[config.mk]
export PLATFORM = sky130hd
export DESIGN_NAME = fb_word_writer
export DESIGN_NICKNAME = d
export VERILOG_FILES = /design/src/rtl/fb_word_writer.sv
export SDC_FILE = /design/constraint.sdc
export NUM_CORES = 1
export LEC_CHECK = 0
export CORE_MARGIN = 10
export CORE_UTILIZATION = 46
export CTS_CLUSTER_SIZE = 20
export DETAILED_ROUTE_END_ITERATION = 10
export GPL_TIMING_DRIVEN = 0
export PLACE_DENSITY_LB_ADDON = 0.25
export SYNTH_ARGS = -nofsm -noshare
export SYNTH_HDL_FRONTEND = slang
export SYNTH_SLANG_ARGS = --single-unit
[constraint.sdc]
create_clock -name clk -period 2.47 [get_ports clk]
set_input_delay 0.494 -clock clk [delete_from_list [all_inputs] [get_ports clk]]
set_output_delay 0.494 -clock clk [all_outputs]
set_load 0.01 [all_outputs]
[src/rtl/fb_word_writer.sv]
// fb_word_writer
// Takes 32-bit pixel words from a Nios II multi-cycle custom-instruction
// handshake and serialises each word into single-bit writes on the write
// port of the 4096x1 monochrome framebuffer RAM.
//
// Optional feature macro: FB_CLEAR_EN
//   defined   : dataa[31]=1 clears the whole framebuffer to datab[0]
//   undefined : dataa[31]=1 is rejected as an invalid command
//
// Output timing (start sampled on edge E0):
//   valid word : wren high after E1..E32, done high after E33, busy E0..E33
//   clear      : wren high after E1..E4096, done after E4097
//   invalid    : no wren, done high after E1
// Every output is a flop; there is no combinational input-to-output path.
module fb_word_writer #(
    parameter int ADDR_W = 12,
    parameter int WORD_W = 32
) (
    input  logic              clk,
    input  logic              rst_n,
    input  logic              start,
    input  logic [31:0]       dataa,
    input  logic [31:0]       datab,
    output logic [31:0]       result,
    output logic              done,
    output logic              busy,
    output logic [ADDR_W-1:0] wraddress,
    output logic              data,
    output logic              wren
);

    // Index width into the pixel word.
    localparam int IDX_W = $clog2(WORD_W);

`ifdef FB_CLEAR_EN
    // A clear walks every framebuffer address, so the counter spans it.
    localparam int CNT_W = ADDR_W;
`else
    localparam int CNT_W = IDX_W;
`endif

    localparam logic [31:0] RES_WORD  = 32'(WORD_W);
    localparam logic [31:0] RES_CLEAR = 32'(2 ** ADDR_W);
    localparam logic [31:0] RES_ERROR = 32'hFFFF_FFFF;

    typedef enum logic [1:0] {
        ST_IDLE   = 2'd0,
        ST_WRITE  = 2'd1,
        ST_FINISH = 2'd2
    } state_t;

    // Command decode: the bits between the pixel index and the opcode bit
    // are reserved and must be zero; the opcode bit needs the clear build.
    function automatic logic cmd_ok(input logic [31:0] a);
        logic upper_zero;
        upper_zero = (a[30:ADDR_W] == {(31 - ADDR_W){1'b0}});
`ifdef FB_CLEAR_EN
        return upper_zero;
`else
        return upper_zero & ~a[31];
`endif
    endfunction

    // Clear opcode as seen by this build.
    function automatic logic cmd_clear(input logic [31:0] a);
`ifdef FB_CLEAR_EN
        return a[31];
`else
        return 1'b0 & a[31];
`endif
    endfunction

    state_t              state_q, state_d;
    logic [CNT_W-1:0]    cnt_q, cnt_d;
    logic [ADDR_W-1:0]   base_q, base_d;
    logic [WORD_W-1:0]   pix_q, pix_d;
    logic                clear_q, clear_d;
    logic                err_q, err_d;
    logic                wren_q, wren_d;
    logic [ADDR_W-1:0]   wraddress_q, wraddress_d;
    logic                data_q, data_d;
    logic                done_q, done_d;
    logic                busy_q, busy_d;
    logic [31:0]         result_q, result_d;

    logic [CNT_W-1:0]    last_cnt_s;
    logic [ADDR_W-1:0]   addr_s;
    logic                bit_s;

    // Per-cycle write address, data bit and terminal count for the command in flight.
    always_comb begin
        last_cnt_s = CNT_W'(WORD_W - 1);
        addr_s     = base_q + ADDR_W'(cnt_q);
        bit_s      = pix_q[cnt_q[IDX_W-1:0]];
        if (clear_q) begin
            last_cnt_s = {CNT_W{1'b1}};
            addr_s     = ADDR_W'(cnt_q);
            bit_s      = pix_q[0];
        end else begin
            last_cnt_s = CNT_W'(WORD_W - 1);
        end
    end

    // Next-state and registered-output logic of the command FSM.
    always_comb begin
        state_d     = state_q;
        cnt_d       = cnt_q;
        base_d      = base_q;
        pix_d       = pix_q;
        clear_d     = clear_q;
        err_d       = err_q;
        wren_d      = 1'b0;
        wraddress_d = wraddress_q;
        data_d      = data_q;
        done_d      = 1'b0;
        busy_d      = busy_q;
        result_d    = result_q;

        case (state_q)
            ST_IDLE: begin
                // A start overlapping the done pulse is not accepted.
                if (start && !done_q) begin
                    base_d = dataa[ADDR_W-1:0];
                    pix_d  = datab;
                    cnt_d  = {CNT_W{1'b0}};
                    busy_d = 1'b1;
                    if (cmd_ok(dataa)) begin
                        err_d   = 1'b0;
                        clear_d = cmd_clear(dataa);
                        state_d = ST_WRITE;
                    end else begin
                        err_d   = 1'b1;
                        clear_d = 1'b0;
                        state_d = ST_FINISH;
                    end
                end else begin
                    busy_d = 1'b0;
                end
            end
            ST_WRITE: begin
                wren_d      = 1'b1;
                wraddress_d = addr_s;
                data_d      = bit_s;
                cnt_d       = cnt_q + CNT_W'(1);
                if (cnt_q == last_cnt_s) begin
                    state_d = ST_FINISH;
                end else begin
                    state_d = ST_WRITE;
                end
            end
            ST_FINISH: begin
                done_d  = 1'b1;
                busy_d  = 1'b0;
                state_d = ST_IDLE;
                if (err_q) begin
                    result_d = RES_ERROR;
                end else if (clear_q) begin
                    result_d = RES_CLEAR;
                end else begin
                    result_d = RES_WORD;
                end
            end
            default: begin
                busy_d  = 1'b0;
                state_d = ST_IDLE;
            end
        endcase
    end

    // State and output registers; reset abandons any word in progress.
    always_ff @(posedge clk or negedge rst_n) begin
        if (!rst_n) begin
            state_q     <= ST_IDLE;
            cnt_q       <= {CNT_W{1'b0}};
            base_q      <= {ADDR_W{1'b0}};
            pix_q       <= {WORD_W{1'b0}};
            clear_q     <= 1'b0;
            err_q       <= 1'b0;
            wren_q      <= 1'b0;
            wraddress_q <= {ADDR_W{1'b0}};
            data_q      <= 1'b0;
            done_q      <= 1'b0;
            busy_q      <= 1'b0;
            result_q    <= 32'h0000_0000;
        end else begin
            state_q     <= state_d;
            cnt_q       <= cnt_d;
            base_q      <= base_d;
            pix_q       <= pix_d;
            clear_q     <= clear_d;
            err_q       <= err_d;
            wren_q      <= wren_d;
            wraddress_q <= wraddress_d;
            data_q      <= data_d;
            done_q      <= done_d;
            busy_q      <= busy_d;
            result_q    <= result_d;
        end
    end

    assign wren      = wren_q;
    assign wraddress = wraddress_q;
    assign data      = data_q;
    assign done      = done_q;
    assign busy      = busy_q;
    assign result    = result_q;

endmodule

==> run metrics <==
post-route ant nets=0; Initial Utilization=0.478; First DRT Iteration DRCs=59; Final Instance Area=4980 sq um; Area after DPL=~4800 sq um; DR WL/cell=16.2 um; Clock power frac=0.322; Reg2Reg Setup Slack=~240 ps; clk_lat worst skew=340 ps; FMAX=about 450 MHz; post-route insts no fill=515; layout cells sized above 1=0.255; post-synth cell types=41; clock slew at reported path FFs=70 ps; Sequential Power Share=0.507; Tcrit/Tclk final=0.905; crit path DAT=about 1700 ps; final core occ=0.676; Port Buffer Count=around 110; status=finished clean; reg2reg start=cnt_q[0]$_DFFE_PN0P_; register area share after synthesis=0.497; worst-margin pin slew=848 ps; syn avg cell area=12.2 sq um; vias per cell=5.00; final WL=8360 um; total grt overflow=0; Max Cap Viol=0; largest net degree at the start of global routing=71; routed via count=2,576; EDFF count, synth=0; area grow syn2layout=41.2%; crit path launch=result[30]$_DFFE_PN0P_; pre-CTS setup slack=112 ps; die outline height=108 um; final hold viol count=0; # diodes=0; IO Count=115; Synth area leaders=dfrtp_1 (50%), mux2_2 (14%), buf_4 (6.4%); YS warnings=0; total track usage=0.150; Die ar.=11,600 sq um; Final TNS setup=0 ps; commonest non-fill, non-tap cells in the layout=clkdlybuf4s50_1 (113), dfrtp_1 (69), mux2_2 (44); crit path to=result[29]; Inst Count DP=~500; Hold Path Class=input port to asynchronous set/reset pin; antenna violations before repair=0; Comb pwr share=0.171; H-tree level count=3; max-slew violations=0; Fin Clk Skew=9.63 ps; Cell Area, Synth=between 3000 and 4000 sq um; DRC Markers=0; asr flop ratio synth=1.00; GPL Wtd Cong=0.770; hpwl dp=6520 um; maximum vdd drop=0.486 mV; CP max FO=32; clk root buf=clkbuf_8; Die Span X=108 um; worst-case clock buffer depth=2; CP Launch Type=register; Worst R2R Path Depth=7; most common cell after layout, fill and taps aside=clkdlybuf4s50_1; nature of the critical path endpoint=output pin; Layout fillers=574; nets=488; PwrDens=562 nW/um^2; # rows=31; CTS tree=yes; min cycle time layout=around 2200 ps; Sw Share=0.237; Post-CTS Setup Bufs=0; LEAKAGE=2.13 nW; Mapped Nets=363; post-synth top area cell=dfrtp_1; final setup margin=roughly 240 ps; vias in the first global route=2,733; number of cells produced by synthesis=~290; core box area=7370 sq um; Setup CP Type=register to output pin; # setup viols final=0; RSZ-0062 raised after global routing=false; top cell type's share of synthesized area=0.497; ys flop type=dfrtp_1; first-pass GRT wire length=13,800 um; slew margin rel.=0.435; flops & latches, synth=70; clk sink count=70; sw power=about 0.66 mW; Internal=2.13 mW; Post-CTS Hold Buffers=0; drt first pass iters=4; reg-to-reg endpoint=wraddress[6]$_DFFE_PN0P_; WP data required=1980 ps; total CTS buffers=9
## power by group through the flow
| stage | combinational (mW) | sequential (mW) | clock, mW |
|---|---|---|---|
| 5_1_grt | 0.531 | 1.44 | 0.968 |
| 2_1_floorplan | 0.300 | 1.40 | 0 |
| 3_5_place_dp | 0.486 | 1.44 | 0 |
| 4_1_cts | 0.488 | 1.42 | 0.925 |
| 6_report | 0.478 | 1.42 | 0.901 |
| 3_3_place_gp | 0.469 | 1.43 | 0 |
## registers in the layout, indices dropped and copies added (netlist names)
name	cells
base_q	12
busy	1
cnt_q	5
data	1
done	1
err_q	1
pix_q	32
result	2
state_q	2
wraddress	12
wren	1
## through the flow
step	power [mW]	hold slack [ps]
2_1_floorplan	1.70	198
3_3_place_gp	1.90	449
3_5_place_dp	1.93	451
4_1_cts	2.83	292
5_1_grt	2.94	341
6_report	2.80	277
## synthesized netlist by cell type, types with 2 or more instances
cell type and n:
clkbuf_1 2, buf_4 30, buf_2 6, o2111ai_1 2
nand2_1 23, or3_1 3, xnor2_1 3, nor2_1 10
dfrtp_1 70, a31oi_1 4, or4_1 2, mux4_1 6
a21oi_1 6, inv_1 7, mux4_2 3, mux2i_1 4
nor4_1 7, o21ai_0 14, nand2b_1 4, mux2_2 44
ha_1 7, a21o_1 5, buf_6 3, nand3_1 5
nand3b_1 2
## cell families after synthesis
kind of cell    Yosys count  synth area share
simple gates             64            0.0926
compound gates           37            0.0642
fa+ha+maj                 8            0.0305
buf+inv                  49            0.0926
xor+xnor                  3           0.00745
flops                    70             0.497
mux                      57             0.216
## routing by layer
metal	global-route usage	vias up	part of all wire
met5	0	-	0
met4	0.0401	0	0.0095
met3	0.0509	7	0.065
met2	0.257	69	0.50
met1	0.175	1247	0.42
li1	-	1253	-
## worst min-delay path by stage
| stage | endpoint |
|---|---|
| 2_1_floorplan | base_q[0]$_DFFE_PN0P_ |
| 3_3_place_gp | result[5]$_DFFE_PN0P_ |
| 6_report | err_q$_DFFE_PN0P_ |
| 3_5_place_dp | result[5]$_DFFE_PN0P_ |
| 4_1_cts | wraddress[5]$_DFFE_PN0P_ |
| 5_1_grt | state_q[0]$_DFFE_PN0P_ |
## worst max-delay path, stage by stage, from the launching register on
cell	delay [ps]
dfrtp_2	670
buf_4	190
clkdlybuf4s50_1	550
## cell type report
type,count,area (sq um),area share
Inverter,7,26.3,0.00528
Buffer,42,300,0.0603
Clock buffer,13,159,0.0319
Sequential cell,70,1750,0.352
Timing Repair Buffer,114,1140,0.229
Multi-Input combinational cell,169,1450,0.291
Tap cell,99,124,0.0249
Clock inverter,1,30.0,0.00603
## repair_timing
action                     4_1_cts  5_1_grt
hold endpoints to repair         0        0
gates resized for setup          1        0
setup endpoints to repair       30        0
(Power assumes the default switching activity.)
